==> config.mk <==
export PLATFORM = sky130hd
export DESIGN_NAME = uart_tx_engine
export DESIGN_NICKNAME = d
export VERILOG_FILES = /design/src/rtl/uart_tx_pkg.sv /design/src/rtl/uart_tx_engine_serializer.sv /design/src/rtl/uart_tx_engine.sv
export SDC_FILE = /design/constraint.sdc
export NUM_CORES = 1
export LEC_CHECK = 0
export CAP_MARGIN = 20
export CORE_MARGIN = 1
export CORE_UTILIZATION = 47
export CTS_BUF_LIST = sky130_fd_sc_hd__clkbuf_4
export CTS_CLUSTER_DIAMETER = 150
export DETAILED_ROUTE_END_ITERATION = 10
export PLACE_DENSITY = 0.78
export SLEW_MARGIN = 20
export SYNTH_ARGS = -nofsm -noshare
export SYNTH_HDL_FRONTEND = slang
export SYNTH_HIERARCHICAL = 1
export SYNTH_SLANG_ARGS = --single-unit
==> constraint.sdc <==
create_clock -name CLK -period 1.7 [get_ports CLK]
set_input_delay 0.255 -clock CLK [delete_from_list [all_inputs] [get_ports CLK]]
set_output_delay 0.255 -clock CLK [all_outputs]
set_load 0.005 [all_outputs]
==> src/rtl/uart_tx_pkg.sv <==
`timescale 1ns/1ps
// -----------------------------------------------------------------------------
// uart_tx_pkg
// Shared definitions for the UART transmit engine:
//   - tx_state_t : FSM state encoding (IDLE, SYNC, START, DATA, PARITY, STOP)
//   - tx_sel_t   : TX_OUT mux select (LOGIC_ONE, LOGIC_ZERO, DATA_BITS,
//                  PARITY_BIT)
//   - sel_for_state() : which mux source a given state drives onto the line
// -----------------------------------------------------------------------------
package uart_tx_pkg;

    localparam int unsigned STATE_W = 3;

    typedef enum logic [STATE_W-1:0] {
        IDLE   = 3'd0,
        SYNC   = 3'd1,
        START  = 3'd2,
        DATA   = 3'd3,
        PARITY = 3'd4,
        STOP   = 3'd5
    } tx_state_t;

    typedef enum logic [1:0] {
        LOGIC_ONE  = 2'd0,
        LOGIC_ZERO = 2'd1,
        DATA_BITS  = 2'd2,
        PARITY_BIT = 2'd3
    } tx_sel_t;

    // Line level source for each state. Anything unknown parks the line
    // at the idle (mark) level.
    function automatic tx_sel_t sel_for_state(input tx_state_t s);
        tx_sel_t sel;
        case (s)
            START:   sel = LOGIC_ZERO;
            DATA:    sel = DATA_BITS;
            PARITY:  sel = PARITY_BIT;
            default: sel = LOGIC_ONE;
        endcase
        return sel;
    endfunction

endpackage

==> src/rtl/uart_tx_engine_serializer.sv <==
`timescale 1ns/1ps
// -----------------------------------------------------------------------------
// uart_tx_serializer
// DATA_WIDTH-bit right-shift register plus data-bit counter.
// Ports:
//   CLK, RST     : clock, synchronous active-high reset (clears shift/count)
//   i_load       : capture i_data and clear the counter (priority over shift)
//   i_data       : parallel word
//   i_shift      : shift right by one and advance the counter
//   o_next_lsb   : value bit 0 of the register will hold after this edge,
//                  so the caller can register the line level in step with it
//   o_done       : counter is on the last data bit (DATA_WIDTH-1)
// -----------------------------------------------------------------------------
module uart_tx_serializer
    import uart_tx_pkg::*;
#(
    parameter int DATA_WIDTH = 8,
    parameter int CNT_W      = $clog2(DATA_WIDTH)
) (
    input  logic                  CLK,
    input  logic                  RST,
    input  logic                  i_load,
    input  logic [DATA_WIDTH-1:0] i_data,
    input  logic                  i_shift,
    output logic                  o_next_lsb,
    output logic                  o_done
);

    logic [DATA_WIDTH-1:0] r_shift;
    logic [CNT_W-1:0]      r_cnt;

    always_ff @(posedge CLK) begin
        if (RST) begin
            r_shift <= '0;
            r_cnt   <= '0;
        end else if (i_load) begin
            r_shift <= i_data;
            r_cnt   <= '0;
        end else if (i_shift) begin
            r_shift <= {1'b0, r_shift[DATA_WIDTH-1:1]};
            r_cnt   <= r_cnt + CNT_W'(1);
        end
    end

    always_comb begin
        o_next_lsb = r_shift[0];
        if (i_load) begin
            o_next_lsb = i_data[0];
        end else if (i_shift) begin
            o_next_lsb = r_shift[1];
        end
    end

    assign o_done = (r_cnt == CNT_W'(DATA_WIDTH - 1));

endmodule

==> src/rtl/uart_tx_engine.sv <==
`timescale 1ns/1ps
// -----------------------------------------------------------------------------
// uart_tx_engine
// One UART transmit channel: FSM, serializer, parity generator and line mux.
// Frame: start(0), DATA_WIDTH data bits LSB first, optional parity, 1 or 2
// stop bits. Each bit lasts one Baud_Tick period; TX_OUT is registered.
//
// Ports:
//   CLK, RST       : clock, synchronous active-high reset
//   Baud_Tick      : one-cycle strobe at each bit-period boundary
//   P_DATA         : word to send
//   Data_Valid     : P_DATA valid
//   Data_Ready     : engine can take a word
//   Parity_Enable  : insert parity bit
//   Parity_Type    : 0 even, 1 odd
//   Two_Stop       : 0 one stop bit, 1 two stop bits
//   TX_OUT         : serial line, idle high
//   Busy           : frame in progress (any state but IDLE)
//   Frame_Done     : one-cycle pulse after the last stop bit
//   o_dbg_state    : current FSM state
//
// Handshake: a word is taken on a rising edge where Data_Valid && Data_Ready.
// Data_Valid without Data_Ready is ignored; nothing is queued. Data, parity
// setting and stop-bit count are latched on that edge, so later changes on
// the config inputs only affect the next frame.
//
// Build option UART_TX_B2B_EN: Data_Ready is also raised during the final
// stop-bit tick; a word taken there goes straight to START, so consecutive
// frames have no idle gap. Without it, frames are separated by a SYNC period.
// -----------------------------------------------------------------------------
module uart_tx_engine
    import uart_tx_pkg::*;
#(
    parameter int DATA_WIDTH = 8,
    // Derived from DATA_WIDTH; leave at default.
    parameter int CNT_W      = $clog2(DATA_WIDTH)
) (
    input  logic                  CLK,
    input  logic                  RST,
    input  logic                  Baud_Tick,
    input  logic [DATA_WIDTH-1:0] P_DATA,
    input  logic                  Data_Valid,
    output logic                  Data_Ready,
    input  logic                  Parity_Enable,
    input  logic                  Parity_Type,
    input  logic                  Two_Stop,
    output logic                  TX_OUT,
    output logic                  Busy,
    output logic                  Frame_Done,
    output tx_state_t             o_dbg_state
);

    tx_state_t r_state;
    tx_state_t w_next_state;
    tx_sel_t   w_sel;

    logic r_tx_out;
    logic r_frame_done;
    logic r_par_en;
    logic r_par_bit;
    logic r_two_stop;
    logic r_stop_cnt;

    logic w_ready;
    logic w_xfer;
    logic w_shift;
    logic w_last_stop;
    logic w_frame_end;
    logic w_ser_next_lsb;
    logic w_ser_done;
    logic w_tx_next;

    // Stop counter has reached its final value (0 for one stop, 1 for two).
    assign w_last_stop = (r_stop_cnt == r_two_stop);

`ifdef UART_TX_B2B_EN
    assign w_ready = (r_state == IDLE) ||
                     ((r_state == STOP) && Baud_Tick && w_last_stop);
`else
    assign w_ready = (r_state == IDLE);
`endif

    assign w_xfer = Data_Valid && w_ready;

    uart_tx_serializer #(
        .DATA_WIDTH (DATA_WIDTH),
        .CNT_W      (CNT_W)
    ) u_ser (
        .CLK        (CLK),
        .RST        (RST),
        .i_load     (w_xfer),
        .i_data     (P_DATA),
        .i_shift    (w_shift),
        .o_next_lsb (w_ser_next_lsb),
        .o_done     (w_ser_done)
    );

    // Next state and per-edge strobes. A tick in the transfer cycle is not
    // used: IDLE only looks at the handshake, so SYNC waits a fresh tick.
    always_comb begin
        w_next_state = r_state;
        w_shift      = 1'b0;
        w_frame_end  = 1'b0;
        case (r_state)
            IDLE: begin
                if (w_xfer) w_next_state = SYNC;
            end
            SYNC: begin
                if (Baud_Tick) w_next_state = START;
            end
            START: begin
                if (Baud_Tick) w_next_state = DATA;
            end
            DATA: begin
                if (Baud_Tick) begin
                    w_shift = 1'b1;
                    if (w_ser_done) begin
                        w_next_state = r_par_en ? PARITY : STOP;
                    end
                end
            end
            PARITY: begin
                if (Baud_Tick) w_next_state = STOP;
            end
            STOP: begin
                if (Baud_Tick && w_last_stop) begin
                    w_frame_end  = 1'b1;
                    // w_xfer can only be set here in the back-to-back build.
                    w_next_state = w_xfer ? START : IDLE;
                end
            end
            default: begin
                w_next_state = IDLE;
            end
        endcase
    end

    // Line level is chosen from the state being entered, so the registered
    // TX_OUT changes on the same edge as the state.
    always_comb begin
        w_sel = sel_for_state(w_next_state);
        case (w_sel)
            LOGIC_ZERO: w_tx_next = 1'b0;
            DATA_BITS:  w_tx_next = w_ser_next_lsb;
            PARITY_BIT: w_tx_next = r_par_bit;
            default:    w_tx_next = 1'b1;
        endcase
    end

    always_ff @(posedge CLK) begin
        if (RST) begin
            r_state <= IDLE;
        end else begin
            r_state <= w_next_state;
        end
    end

    always_ff @(posedge CLK) begin
        if (RST) begin
            r_tx_out     <= 1'b1;
            r_frame_done <= 1'b0;
            r_par_en     <= 1'b0;
            r_par_bit    <= 1'b0;
            r_two_stop   <= 1'b0;
            r_stop_cnt   <= 1'b0;
        end else begin
            r_tx_out     <= w_tx_next;
            r_frame_done <= w_frame_end;
            if (w_xfer) begin
                r_par_en   <= Parity_Enable;
                r_par_bit  <= (^P_DATA) ^ Parity_Type;
                r_two_stop <= Two_Stop;
            end
            if ((w_next_state == STOP) && (r_state != STOP)) begin
                r_stop_cnt <= 1'b0;
            end else if ((r_state == STOP) && Baud_Tick && !w_last_stop) begin
                r_stop_cnt <= 1'b1;
            end
        end
    end

    assign Data_Ready  = w_ready;
    assign TX_OUT      = r_tx_out;
    assign Busy        = (r_state != IDLE);
    assign Frame_Done  = r_frame_done;
    assign o_dbg_state = r_state;

endmodule

==> flow_metrics.env <==
export IMPL_run_status="finished clean"
export IMPL_min_path_type="reg2reg"
export IMPL_synth_seq_area_share_pct=38.7
export IMPL_drtIter0Drc=26
export IMPL_fin_util_pct=70.0
export IMPL_clk_pin_slew_ns=0.10
export IMPL_synth_top_cells_by_area="sky130_fd_sc_hd__dfxtp_1, sky130_fd_sc_hd__mux2i_1, sky130_fd_sc_hd__nor2b_1"
export IMPL_postSynthCellCount=112
export IMPL_drt_drc_violations_left=0
export IMPL_crit_path_max_fo=4
export IMPL_synth_edff_count=0
export IMPL_post_dp_hpwl_um=1700
export IMPL_finalMaxSlewViolations=0
export IMPL_width_of_the_die_um=48.9
export IMPL_nNetsFinal=167
export IMPL_worst_path_largest_cell_delay_ns=0.43
export IMPL_postSynth_topFlopCell="sky130_fd_sc_hd__dfxtp_1"
export IMPL_cts_sinks=20
export IMPL_design_power_total_mw=1.04
export IMPL_timing_final_crit_share_pct=95.5
export IMPL_hold_viol=0
export IMPL_final_setup_skew_ns=0.000790
export IMPL_cts_root_buf="sky130_fd_sc_hd__clkbuf_4"
export IMPL_maximum_vdd_ir_drop_mv=0.525
export IMPL_crit_path_start_kind="register"
export IMPL_initial_antenna_violation_count=0
export IMPL_nature_of_the_critical_path_endpoint="primary output"
export IMPL_core_mm2=0.00202
export IMPL_yosys_area_top_type_share_pct=38.7
export IMPL_number_of_synthesized_register_bits=20
export IMPL_cp_slowest_cell="sky130_fd_sc_hd__clkdlybuf4s50_1"
export IMPL_max_cap_violations=0
export IMPL_nFillCells=161
export IMPL_cts_tree="done"
export IMPL_synth_cell_area_mm2=0.00103
export IMPL_drive_above_1_share_pct=21.6
export IMPL_worst_case_headroom_to_the_max_slew_limit_pct=72.1
export IMPL_synthDominantAreaCellType="sky130_fd_sc_hd__dfxtp_1"
export IMPL_floorplan_die_area_mm2=0.00239
export IMPL_finalWirelength_um=2370
export IMPL_cts_buffer_depth=2
export IMPL_cells_along_the_critical_path="nor3_4 > inv_1 > clkdlybuf4s50_1"
export IMPL_antennaDiodeCount=0
export IMPL_place_port_buffers=21
export IMPL_yosys_cell_types_count=32
export IMPL_syn_nets=129
export IMPL_grt_first_pass_wirelength_um=3880
export IMPL_maximum_number_of_pins_on_one_net_before_global_route_repair=13
export IMPL_post_route_cell_area_mm2=0.00142
export IMPL_total_leakage_power_nw=0.557
export IMPL_floorplan_initialDensity_pct=51.2
export IMPL_worst_margin_pin_slew_ns=0.413
export IMPL_area_delta_synth_final_pct=36.9
export IMPL_async_reset_ff_share_pct=0
export IMPL_die_h_um=48.9
export IMPL_yosys_warning_total=6
export IMPL_power_density_mw_per_mm2=732
export IMPL_gp_congestion=0.938
export IMPL_timing_critical_path_required_ns=1.44
export IMPL_cts_hold_buf=0
export IMPL_grt_pass1_vias=872
export IMPL_via_per_inst=5.23
export IMPL_clk_latency_ns=0.29
export IMPL_synthMostInstantiatedCell="sky130_fd_sc_hd__dfxtp_1"
export IMPL_antenna_violating_nets_post_route=0
export IMPL_via_count=915
export IMPL_grt_overflow_total=0
export IMPL_min_period_ns=1.62
export IMPL_drt_wirelength_per_cell_um=13.5
export IMPL_worstPathArrival_ns=1.37
export IMPL_detail_route_first_pass_iterations=4
export IMPL_std_cell_rows=16
export IMPL_grt_usage_pct=21.4
export IMPL_achievable_frequency_ghz=0.616
export IMPL_timing_final_setup_violations=0
export IMPL_ys_top_cells_by_count="sky130_fd_sc_hd__dfxtp_1, sky130_fd_sc_hd__nand2_1, sky130_fd_sc_hd__mux2i_1, sky130_fd_sc_hd__nor2b_1, sky130_fd_sc_hd__a21oi_1"
export IMPL_numCtsBuffers=3
export IMPL_cts_htree_levels=1
export IMPL_criticalPathCategory="reg2out"
export IMPL_top_level_pins=22
export IMPL_avg_inst_size_synth_um2=9.24
export IMPL_placement_cell_area_mm2=0.00134
[stage by stage]
step	cells	setup slack [ns]	setup TNS, ns	hold slack [ns]
final	175	0.0760	0	0.480
after global routing	175	-0.000811	-0.000811	0.506
after CTS	170	0.0409	0	0.484
after detailed placement	167	-0.146	-0.222	0.469
after global placement	167	-0.120	-0.211	0.452
after floorplan	112	0.00522	0	0.328
[sequential cells by signal (all words and copies together), names as in the netlist]
register       flops
u_ser/r_cnt        3
r_par_en           1
Frame_Done         1
r_par_bit          1
r_stop_cnt         1
u_ser/r_shift      8
o_dbg_state        3
TX_OUT             1
r_two_stop         1
[kinds of logic after synthesis]
group	Yosys count	share of synthesized area [%]
AO/OA/AOI/OAI	23	16.7
AND/OR/NAND/NOR	39	19.3
flip-flops	20	38.7
buffers and inverters	10	4.47
multiplexers	9	8.71
XOR/XNOR	9	9.67
adder cells (fa/ha/maj)	2	2.42
[cells in the final DEF (no fill, tap or decap), drive strengths merged, types with 2 or more instances in the layout]
master,Yosys,layout
inv,6,6
nor3,5,5
xor2,2,2
a211oi,8,8
o21ai,2,2
ha,2,2
nand2,13,13
nor2,5,5
nand3,3,3
dfxtp,20,20
nor2b,9,9
a21oi,8,8
and2,2,2
mux2i,9,9
clkbuf,2,3
buf,2,16
clkdlybuf4s50,0,20
xnor2,6,6
[area by class of cell]
| class | instances | area (um^2) | share of cell area, % |
|---|---|---|---|
| flip-flops and latches | 20 | 412 | 29.1 |
| multi-input cells | 82 | 597 | 42.1 |
| well taps | 27 | 33.8 | 2.39 |
| inverters | 6 | 22.5 | 1.59 |
| repair buffers | 37 | 329 | 23.2 |
| clock buffers | 3 | 22.5 | 1.59 |
[what timing repair did]
action,CTS,global route
hold endpoints to repair,0,0
setup buffers,0,5
pin swaps,1,1
gates resized for setup,3,4
setup endpoints to repair,2,2
[per-layer routing]
metal	up-vias	part of all wire, %	GRT usage, %
li1	460	-	-
met1	437	47	28.5
met2	16	50	33.6
met3	2	2.9	4.36
met4	0	0.63	8.82
met5	-	0	0
[report_power, final]
part	internal [mW]	switching, mW
clock	0.0824	0.135
combinational	0.168	0.121
sequential	0.502	0.0279
total	0.752	0.284
[worst max-delay path: cells and delay by family (launching register included)]
family / cells / cell delay [ns]
buffers and inverters: 2 / 0.49
DFF: 1 / 0.38
and+or+nand+nor: 1 / 0.21
[path summary, 6_finish.rpt]
kind	from	endpoint	slack [ns]	depth (start not counted)
worst max-delay path	o_dbg_state[0]	Busy	0.08	3
worst min register to register	r_par_en	r_par_en	0.48	2
worst min-delay path	r_par_en	r_par_en	0.48	2
worst max register to register	o_dbg_state[0]	u_ser/r_shift[7]	0.11	6
Power figures use the tool's default switching activity.
